### src/rtl/cla_seq_addsub.sv
// rtl/cla_seq_addsub.sv - multi-cycle adder/subtractor resolving one GROUP-bit lookahead slice per clock
// Sum, carry-out, signed overflow and zero flags, with a start/busy/done handshake.
module cla_seq_addsub #(
  parameter int WIDTH = 32,
  parameter int GROUP = 4
) (
  input  logic             clk,
  input  logic             reset,
  input  logic             start,
  input  logic             sub,
  input  logic [WIDTH-1:0] a,
  input  logic [WIDTH-1:0] b,
  input  logic             ci,
  output logic             busy,
  output logic             done,
  output logic [WIDTH-1:0] s,
  output logic             co,
  output logic             ovf,
  output logic             zero
);

  localparam int NG = WIDTH / GROUP;
  localparam int IW = (NG > 1) ? $clog2(NG) : 1;

  typedef enum logic {IDLE, RUN} state_t;

  state_t           state;
  state_t           state_next;
  logic             accept;
  logic             last;
  logic [IW-1:0]    idx;
  logic             carry;
  logic [WIDTH-1:0] a_r;
  logic [WIDTH-1:0] b_r;
  int               base;
  logic [GROUP-1:0] ga;
  logic [GROUP-1:0] gb;
  logic [GROUP-1:0] g;
  logic [GROUP-1:0] p;
  logic [GROUP-1:0] sum;
  logic [GROUP:0]   c;
  logic             term;
  logic [WIDTH-1:0] s_next;

  assign base = GROUP * int'(idx);
  assign last = (int'(idx) == NG - 1);
  assign busy = (state == RUN);

  // Each slice carry is a flat sum of products of g/p terms and the incoming
  // group carry, so there is no ripple path inside the slice.
  always_comb begin
    ga     = a_r[base +: GROUP];
    gb     = b_r[base +: GROUP];
    g      = ga & gb;
    p      = ga | gb;
    c      = '0;
    term   = 1'b0;
    c[0]   = carry;
    for (int k = 1; k <= GROUP; k++) begin
      term = carry;
      for (int m = 0; m < k; m++) term = term & p[m];
      c[k] = term;
      for (int j = 0; j < k; j++) begin
        term = g[j];
        for (int m = j + 1; m < k; m++) term = term & p[m];
        c[k] = c[k] | term;
      end
    end
    sum    = ga ^ gb ^ c[GROUP-1:0];
    s_next = s;
    s_next[base +: GROUP] = sum;
  end

  always_comb begin
    state_next = state;
    accept     = 1'b0;
    case (state)
      IDLE: begin
        if (start) begin
          accept     = 1'b1;
          state_next = RUN;
        end
      end
      RUN: begin
        if (last) state_next = IDLE;
      end
      default: state_next = IDLE;
    endcase
  end

  always_ff @(posedge clk) begin
    if (reset) state <= IDLE;
    else       state <= state_next;
  end

  always_ff @(posedge clk) begin
    if (reset) begin
      idx   <= '0;
      carry <= 1'b0;
      a_r   <= '0;
      b_r   <= '0;
      s     <= '0;
      co    <= 1'b0;
      ovf   <= 1'b0;
      zero  <= 1'b0;
      done  <= 1'b0;
    end else begin
      done <= 1'b0;
      if (accept) begin
        // Subtraction is a + ~b + 1: invert B once at capture, force carry-in.
        a_r   <= a;
        b_r   <= b ^ {WIDTH{sub}};
        carry <= sub | ci;
        idx   <= '0;
      end else if (state == RUN) begin
        s     <= s_next;
        carry <= c[GROUP];
        idx   <= last ? '0 : idx + 1'b1;
        if (last) begin
          co   <= c[GROUP];
          ovf  <= c[GROUP-1] ^ c[GROUP];
          zero <= (s_next == '0);
          done <= 1'b1;
        end
      end
    end
  end

endmodule
### config.mk
export PLATFORM = sky130hd
export DESIGN_NAME = cla_seq_addsub
export DESIGN_NICKNAME = d
export VERILOG_FILES = /design/src/rtl/cla_seq_addsub.sv
export SDC_FILE = /design/constraint.sdc
export NUM_CORES = 1
export LEC_CHECK = 0
export CORE_ASPECT_RATIO = 2
export CORE_MARGIN = 2
export CORE_UTILIZATION = 30
export CTS_CLUSTER_DIAMETER = 60
export DETAILED_ROUTE_END_ITERATION = 6
export SYNTH_ARGS = -nofsm -noshare
export SYNTH_HDL_FRONTEND = slang
export SYNTH_SLANG_ARGS = --single-unit
### constraint.sdc
create_clock -name clk -period 3.2 [get_ports clk]
set_clock_uncertainty 0.05 [all_clocks]
set_input_delay 0.8 -clock clk [delete_from_list [all_inputs] [get_ports clk]]
set_output_delay 0.8 -clock clk [all_outputs]
set_load 0.005 [all_outputs]
==> impl_metrics.xml, run 1 <==
<?xml version="1.0" encoding="UTF-8"?>
<metrics>
  <group name="status">
    <metric name="outcome" unit="">complete, no violations</metric>
  </group>
  <group name="route">
    <metric name="drt-wirelength-per-cell" unit="µm">15.4</metric>
    <metric name="route.antenna.remaining_nets" unit="">0</metric>
    <metric name="routed_via_density" unit="">4.99</metric>
    <metric name="vias" unit="">4484</metric>
    <metric name="post-route-drc-count" unit="">0</metric>
    <metric name="route.final.wire_length" unit="mm">13.9</metric>
    <metric name="dr.pass1.iters" unit="">4</metric>
    <metric name="drt_iter0_drc" unit="">133</metric>
  </group>
  <group name="critical_path">
    <metric name="worstSetupPathType" unit="">reg -&gt; reg</metric>
    <metric name="critical_path.most_common_cell" unit="">sky130_fd_sc_hd__buf_4</metric>
    <metric name="crit_path_end_kind" unit="">register</metric>
    <metric name="cell_chain_critical_path" unit="">buf_4, buf_4, mux4_2, nand2_1, and2_1, ha_1, xnor2_2, nor3_1, nor4_1, nand4b_1, a2111oi_2, a31o_1</metric>
    <metric name="path_delay_family" unit="">simple AND/OR/NAND/NOR gates</metric>
    <metric name="critical_path.startpoint_type" unit="">register</metric>
    <metric name="critPathMaxFanout" unit="">14</metric>
    <metric name="worst_ep_required_time" unit="ps">3450</metric>
    <metric name="critPathArrivalTime" unit="ps">3290</metric>
    <metric name="cp.buffers_inverters" unit="">2</metric>
    <metric name="slowest_delay" unit="ps">360</metric>
    <metric name="slowest_stage" unit="">sky130_fd_sc_hd__a2111oi_2</metric>
  </group>
  <group name="logic_synthesis">
    <metric name="synth_seq_area_share" unit="">0.411</metric>
    <metric name="synth-edff-count" unit="">0</metric>
    <metric name="synth_seq_cells" unit="">105</metric>
    <metric name="yosys_warnings" unit="">0</metric>
    <metric name="post_synth_main_area_contributors" unit="">sky130_fd_sc_hd__dfxtp_1, sky130_fd_sc_hd__nand2_1, sky130_fd_sc_hd__mux4_2</metric>
    <metric name="syn_area" unit="µm²">5110</metric>
    <metric name="synth.net_count" unit="">677</metric>
    <metric name="postSynth.topFlopCell" unit="">sky130_fd_sc_hd__dfxtp_1</metric>
    <metric name="post-synth-top-count-cell" unit="">sky130_fd_sc_hd__dfxtp_1</metric>
    <metric name="ys_async_sr_fraction" unit="">0</metric>
    <metric name="synth_top_area_share" unit="">0.411</metric>
    <metric name="most_common_library_cells_after_synthesis" unit="">sky130_fd_sc_hd__dfxtp_1, sky130_fd_sc_hd__nand2_1, sky130_fd_sc_hd__nor2_1</metric>
    <metric name="post_synth.cell_area_avg" unit="µm²">8.59</metric>
    <metric name="syn_inst" unit="">595</metric>
    <metric name="yosys.area.top_type" unit="">sky130_fd_sc_hd__dfxtp_1</metric>
    <metric name="unique_cell_type_count_in_the_yosys_netlist" unit="">46</metric>
  </group>
  <group name="global_routing">
    <metric name="grt-ovfl-total" unit="">0</metric>
    <metric name="number_of_global_route_vias_before_repair" unit="">4562</metric>
    <metric name="global_route_wire_length_before_repair" unit="mm">21.8</metric>
    <metric name="grt_start_max_net_pins" unit="">97</metric>
    <metric name="initial_antenna_violation_count" unit="">0</metric>
    <metric name="total_global_routing_track_utilization" unit="">0.155</metric>
  </group>
  <group name="cts">
    <metric name="tritoncts" unit="">yes</metric>
    <metric name="htreeDepth" unit="">3</metric>
    <metric name="cts_setup_buffers" unit="">0</metric>
    <metric name="cts_sinks" unit="">105</metric>
    <metric name="clk-insertion-delay-late" unit="ps">350</metric>
    <metric name="cts_made_buffers" unit="">9</metric>
    <metric name="buffers_from_clock_root_to_sink_at_most" unit="">2</metric>
    <metric name="cts_root_buf" unit="">sky130_fd_sc_hd__clkbuf_16</metric>
    <metric name="ctsHoldBuffers" unit="">0</metric>
    <metric name="path_clk_slew" unit="ps">70</metric>
  </group>
  <group name="sta">
    <metric name="post_layout_min_period" unit="ps">3040</metric>
    <metric name="timing.final.hold_violations" unit="">0</metric>
    <metric name="max_freq" unit="MHz">329</metric>
    <metric name="fin_worst_hold_slack" unit="ps">404</metric>
    <metric name="worst-slew-pin-transition" unit="ps">645</metric>
    <metric name="setup-tns-final" unit="ps">0</metric>
    <metric name="setup_viol_count_final" unit="">0</metric>
    <metric name="slew_viol_final" unit="">0</metric>
    <metric name="period_share" unit="">0.951</metric>
    <metric name="maxSlewHeadroom" unit="">0.570</metric>
  </group>
  <group name="floorplan">
    <metric name="rows" unit="">67</metric>
    <metric name="ios" unit="">106</metric>
    <metric name="placeableCoreArea" unit="µm²">16700</metric>
    <metric name="die_w" unit="µm">96.3</metric>
    <metric name="die_outline_area" unit="µm²">18200</metric>
    <metric name="effective_utilization_at_floorplan" unit="">0.306</metric>
    <metric name="die_height" unit="µm">189</metric>
  </group>
  <group name="placement">
    <metric name="gpl.final_weighted_congestion" unit="">0.867</metric>
    <metric name="port_buffers" unit="">105</metric>
    <metric name="place_inst" unit="">883</metric>
    <metric name="detailedPlacementHpwl" unit="mm">11.0</metric>
  </group>
  <group name="finish">
    <metric name="num_antenna_cells" unit="">0</metric>
    <metric name="layout-drive-gt1-share" unit="">0.0925</metric>
    <metric name="finalCoreUtilization" unit="">0.402</metric>
    <metric name="syn_to_final_growth" unit="%">31.3</metric>
    <metric name="net_count_of_the_finished_layout" unit="">769</metric>
    <metric name="finish.cell_count_without_fillers" unit="">899</metric>
  </group>
  <group name="pwr">
    <metric name="total_leakage_power" unit="nW">2.45</metric>
    <metric name="cellPowerDensity" unit="nW/µm²">451</metric>
    <metric name="peakVddDrop" unit="V">0.000243</metric>
  </group>
  <group name="worst_hold_path">
    <metric name="hold_class" unit="">reg -&gt; reg</metric>
  </group>
  <group name="run">
    <metric name="max_capacitance_violation_total" unit="">0</metric>
  </group>
</metrics>
cells by family after synthesis:
logic type / after synthesis / share of synthesized area
fa+ha+maj: 13 / 0.0333
simple gates: 239 / 0.211
flops: 105 / 0.411
buf+inv: 60 / 0.0460
compound gates: 108 / 0.131
xor+xnor: 35 / 0.0600
mux: 35 / 0.108
worst reg2reg max path, delay by kind of cell (launching register included):
kind | cells | cell delay (ps)
AND/OR/NAND/NOR | 5 | 810
AO/OA/AOI/OAI | 2 | 540
buffers and inverters | 2 | 450
flip-flops | 1 | 350
multiplexers | 1 | 340
adder cells (fa/ha/maj) | 1 | 270
XOR/XNOR | 1 | 180
cell usage in the layout (no fill, tap or decap), types with 2 or more instances in the layout:
| cell | netlist | layout |
|---|---|---|
| sky130_fd_sc_hd__clkinv_2 | 0 | 3 |
| sky130_fd_sc_hd__ha_1 | 12 | 12 |
| sky130_fd_sc_hd__nor4_1 | 6 | 6 |
| sky130_fd_sc_hd__inv_6 | 0 | 2 |
| sky130_fd_sc_hd__nor2b_1 | 3 | 2 |
| sky130_fd_sc_hd__a21oi_1 | 55 | 55 |
| sky130_fd_sc_hd__inv_1 | 13 | 13 |
| sky130_fd_sc_hd__nor4bb_1 | 2 | 2 |
| sky130_fd_sc_hd__nand2_1 | 97 | 97 |
| sky130_fd_sc_hd__nor3_1 | 11 | 11 |
| sky130_fd_sc_hd__a211oi_1 | 36 | 36 |
| sky130_fd_sc_hd__clkbuf_16 | 0 | 9 |
| sky130_fd_sc_hd__dfxtp_1 | 105 | 104 |
| sky130_fd_sc_hd__or3_1 | 2 | 2 |
| sky130_fd_sc_hd__mux2i_1 | 18 | 18 |
| sky130_fd_sc_hd__xnor2_1 | 34 | 33 |
| sky130_fd_sc_hd__and2_1 | 10 | 10 |
| sky130_fd_sc_hd__o22ai_1 | 2 | 2 |
| sky130_fd_sc_hd__and4_1 | 2 | 2 |
| sky130_fd_sc_hd__mux4_2 | 16 | 16 |
| sky130_fd_sc_hd__nand3_1 | 10 | 10 |
| sky130_fd_sc_hd__clkdlybuf4s50_1 | 0 | 103 |
| sky130_fd_sc_hd__buf_4 | 1 | 21 |
| sky130_fd_sc_hd__nand2b_1 | 3 | 3 |
| sky130_fd_sc_hd__nor2_1 | 80 | 80 |
| sky130_fd_sc_hd__o21ai_0 | 6 | 6 |
| sky130_fd_sc_hd__nor3b_1 | 4 | 4 |
| sky130_fd_sc_hd__nand4b_1 | 3 | 3 |
what timing repair did:
action | in CTS | in global routing
setup endpoints to repair | 1 | 2
resized for setup | 1 | 2
hold endpoints to repair | 0 | 0
per-layer routing:
metal | GRT usage | share of wire | routed length [µm]
met3 | 0.0200 | 0.038 | 534
met2 | 0.296 | 0.57 | 7950
met1 | 0.152 | 0.35 | 4860
met4 | 0.0840 | 0.038 | 533
met5 | 0 | 0 | 0
registers in the layout, summed over array words and instances (netlist names):
| register | count |
|---|---|
| busy | 1 |
| s | 32 |
| co | 1 |
| b_r | 32 |
| a_r | 32 |
| idx | 3 |
| ovf | 1 |
| zero | 1 |
| carry | 1 |
| done | 1 |
per-stage QoR:
stage | cell area, µm² | power [mW] | setup slack, ps
4_1_cts | 6710 | 3.05 | 128
3_3_place_gp | 6420 | 2.00 | 115
5_1_grt | 6710 | 3.15 | -11.8
3_5_place_dp | 6420 | 2.02 | -2.02
2_1_floorplan | 5120 | 1.78 | -29.4
6_report | 6710 | 3.03 | 158
final cells by class:
class | instances | area [µm²]
Fill cell | 1665 | 9970
Inverter | 14 | 52.6
Tap cell | 207 | 259
Clock inverter | 6 | 41.3
Sequential cell | 105 | 2110
Multi-Input combinational cell | 430 | 2790
Clock buffer | 10 | 239
Timing Repair Buffer | 127 | 1220
power breakdown:
part / internal, mW / switching (mW) / total (mW)
Sequential: 1.38 / 0.0465 / 1.42
Combinational: 0.274 / 0.288 / 0.562
Clock: 0.552 / 0.490 / 1.04
worst paths after layout:
kind                   startpoint                    to  slack (ps)  cells after the start
max reg2reg   idx[1]$_SDFFE_PP0P_     zero$_SDFFE_PP0P_         160                     12
min          a_r[28]$_SDFFE_PP0P_  a_r[28]$_SDFFE_PP0P_         400                      2
max           idx[1]$_SDFFE_PP0P_     zero$_SDFFE_PP0P_         160                     12
min reg2reg  a_r[28]$_SDFFE_PP0P_  a_r[28]$_SDFFE_PP0P_         400                      2
(Power assumes the default switching activity.)
==> inputs of run 2 (changes only) <==
--- a/config.mk
+++ b/config.mk
@@ -10,6 +10,7 @@
 export CORE_UTILIZATION = 30
 export CTS_CLUSTER_DIAMETER = 60
 export DETAILED_ROUTE_END_ITERATION = 6
+export GPL_TIMING_DRIVEN = 0
 export SYNTH_ARGS = -nofsm -noshare
 export SYNTH_HDL_FRONTEND = slang
 export SYNTH_SLANG_ARGS = --single-unit
==> run 2 against run 1 <==
The run now ends with setup timing left. Global-route usage up 2.6 points. Maximum frequency down 5.1%. Power up 4.4%. Critical path type unchanged.
==> impl_metrics.xml, run 2 (synthesized netlist as in run 1, its figures left out) <==
<?xml version="1.0" encoding="UTF-8"?>
<metrics>
  <group name="status">
    <metric name="outcome" unit="">complete, but fails checks</metric>
    <metric name="violated_checks" unit="">setup timing</metric>
  </group>
  <group name="global_routing">
    <metric name="grt_start_max_net_pins" unit="">19</metric>
    <metric name="total_global_routing_track_utilization" unit="">0.181</metric>
    <metric name="grt-ovfl-total" unit="">0</metric>
    <metric name="initial_antenna_violation_count" unit="">0</metric>
    <metric name="number_of_global_route_vias_before_repair" unit="">4744</metric>
    <metric name="global_route_wire_length_before_repair" unit="mm">24.6</metric>
  </group>
  <group name="sta">
    <metric name="period_share" unit="">1.00</metric>
    <metric name="slew_viol_final" unit="">0</metric>
    <metric name="maxSlewHeadroom" unit="">0.558</metric>
    <metric name="post_layout_min_period" unit="ps">3210</metric>
    <metric name="setup-tns-final" unit="ps">-6.71</metric>
    <metric name="timing.final.hold_violations" unit="">0</metric>
    <metric name="fin_worst_hold_slack" unit="ps">404</metric>
    <metric name="max_freq" unit="MHz">312</metric>
    <metric name="worst-slew-pin-transition" unit="ps">663</metric>
    <metric name="setup_viol_count_final" unit="">1</metric>
    <metric name="rsz0062_at_grt" unit="">true</metric>
    <metric name="layout_setup_ws" unit="ps">-6.71</metric>
  </group>
  <group name="pwr">
    <metric name="cellInternalPower" unit="mW">2.25</metric>
    <metric name="sequentialPowerShare" unit="">0.449</metric>
    <metric name="power.share.clock" unit="">0.344</metric>
    <metric name="peakVddDrop" unit="V">0.000254</metric>
    <metric name="cellPowerDensity" unit="nW/µm²">452</metric>
    <metric name="comb_power_share" unit="">0.207</metric>
    <metric name="total_leakage_power" unit="nW">2.50</metric>
    <metric name="p_sw" unit="mW">0.909</metric>
    <metric name="swShare" unit="">0.287</metric>
  </group>
  <group name="floorplan">
    <metric name="die_height" unit="µm">189</metric>
    <metric name="placeableCoreArea" unit="µm²">16700</metric>
    <metric name="die_outline_area" unit="µm²">18200</metric>
    <metric name="die_w" unit="µm">96.3</metric>
    <metric name="rows" unit="">67</metric>
    <metric name="effective_utilization_at_floorplan" unit="">0.306</metric>
    <metric name="ios" unit="">106</metric>
  </group>
  <group name="cts">
    <metric name="tritoncts" unit="">yes</metric>
    <metric name="buffers_from_clock_root_to_sink_at_most" unit="">2</metric>
    <metric name="path_clk_slew" unit="ps">70</metric>
    <metric name="clk-insertion-delay-late" unit="ps">360</metric>
    <metric name="cts_made_buffers" unit="">9</metric>
    <metric name="cts_root_buf" unit="">sky130_fd_sc_hd__clkbuf_16</metric>
    <metric name="htreeDepth" unit="">3</metric>
    <metric name="cts_sinks" unit="">105</metric>
  </group>
  <group name="finish">
    <metric name="net_count_of_the_finished_layout" unit="">808</metric>
    <metric name="syn_to_final_growth" unit="%">36.8</metric>
    <metric name="fillers" unit="">1707</metric>
    <metric name="reg.largest.list" unit="">a_r (32), b_r (32), s (32)</metric>
    <metric name="layout-drive-gt1-share" unit="">0.112</metric>
    <metric name="layout.cells.most_common" unit="">sky130_fd_sc_hd__dfxtp_1</metric>
    <metric name="layout_common_cells" unit="">sky130_fd_sc_hd__dfxtp_1, sky130_fd_sc_hd__clkdlybuf4s50_1, sky130_fd_sc_hd__nand2_1</metric>
    <metric name="num_antenna_cells" unit="">0</metric>
  </group>
  <group name="route">
    <metric name="vias" unit="">4682</metric>
    <metric name="route.antenna.remaining_nets" unit="">0</metric>
    <metric name="post-route-drc-count" unit="">0</metric>
    <metric name="dr.pass1.iters" unit="">4</metric>
    <metric name="drt-wirelength-per-cell" unit="µm">16.8</metric>
    <metric name="routed_via_density" unit="">4.99</metric>
    <metric name="route.final.wire_length" unit="mm">15.7</metric>
    <metric name="drt_iter0_drc" unit="">141</metric>
  </group>
  <group name="critical_path">
    <metric name="worst_ep_required_time" unit="ps">3460</metric>
    <metric name="slowest_stage" unit="">sky130_fd_sc_hd__or3b_4</metric>
    <metric name="crit_path_depth" unit="">11</metric>
    <metric name="slowest_delay" unit="ps">450</metric>
    <metric name="cp.buffers_inverters" unit="">3</metric>
    <metric name="cell_chain_critical_path" unit="">buf_6, buf_4, inv_1, ha_1, ha_1, or3b_4, nor3_4, o2111ai_2, or3_4, a2111oi_4, a31o_1</metric>
    <metric name="path_delay_family" unit="">simple AND/OR/NAND/NOR gates</metric>
    <metric name="r2r.worst_path.cells" unit="">11</metric>
    <metric name="worstSetupPathType" unit="">reg -&gt; reg</metric>
    <metric name="crit_path_end_kind" unit="">register</metric>
    <metric name="critPathMaxFanout" unit="">8</metric>
    <metric name="critPathArrivalTime" unit="ps">3470</metric>
    <metric name="critical_path.startpoint_type" unit="">register</metric>
    <metric name="critical_path.most_common_cell" unit="">sky130_fd_sc_hd__ha_1</metric>
  </group>
  <group name="placement">
    <metric name="detailedPlacementHpwl" unit="mm">12.4</metric>
    <metric name="gpl.final_weighted_congestion" unit="">0.845</metric>
    <metric name="port_buffers" unit="">103</metric>
    <metric name="preCtsSetupSlack" unit="ps">-862</metric>
  </group>
  <group name="worst_hold_path">
    <metric name="hold_class" unit="">reg -&gt; reg</metric>
    <metric name="whs_path_depth" unit="">2</metric>
  </group>
  <group name="run">
    <metric name="max_capacitance_violation_total" unit="">0</metric>
  </group>
</metrics>
run 2: final timing paths:
path / endpoint / from / slack (ps)
hold reg to reg: a_r[19]$_SDFFE_PP0P_ / a_r[19]$_SDFFE_PP0P_ / 400
setup / recovery: zero$_SDFFE_PP0P_ / idx[0]$_SDFFE_PP0P_ / -7
setup reg to reg: zero$_SDFFE_PP0P_ / idx[0]$_SDFFE_PP0P_ / -7
hold / removal: a_r[19]$_SDFFE_PP0P_ / a_r[19]$_SDFFE_PP0P_ / 400
run 2: power groups by stage:
stage | Combinational, mW | Sequential (mW) | Clock [mW]
floorplan | 0.350 | 1.43 | 0
global placement | 0.567 | 1.45 | 0
detailed placement | 0.573 | 1.45 | 0
CTS | 0.617 | 1.42 | 1.10
global route | 0.714 | 1.43 | 1.15
finish | 0.656 | 1.42 | 1.09
run 2: cell type report:
cell class / instances / area [µm²] / area share
plain buffers: 46 / 221 / 0.0317
clock buffers: 10 / 239 / 0.0342
clock inverters: 6 / 51.3 / 0.00734
inverters: 14 / 53.8 / 0.00770
multi-input cells: 430 / 2900 / 0.415
flip-flops and latches: 105 / 2100 / 0.301
well taps: 207 / 259 / 0.0371
repair buffers: 120 / 1160 / 0.166
run 2: repair_timing:
action | in CTS | in global routing
hold buffers | 0 | 0
endpoints found under the setup margin | 27 | 7
resized for setup | 22 | 15
pin swaps | 9 | 5
buffers inserted | 11 | 6
run 2: layer usage:
layer | vias up | global-route usage | part of all wire
li1 | 2314 | - | -
met1 | 2183 | 0.173 | 0.34
met3 | 44 | 0.0156 | 0.032
met5 | - | 0 | 0
met2 | 141 | 0.355 | 0.58
met4 | 0 | 0.102 | 0.050
run 2: worst min-delay path: cells and delay by family (launching register included):
kind,cells,cell delay (ps)
simple gates,1,50
flops,1,310
compound gates,1,50
run 2: per-stage QoR:
step                      instance area (µm²)   util  total power, mW  cells
after floorplan                          5120      -             1.78    595
after global placement                   6410  0.384             2.01    905
after detailed placement                 6410  0.384             2.02    905
after CTS                                6870  0.412             3.14    932
after global routing                     6990  0.419             3.29    938
final                                    6990  0.419             3.16    938
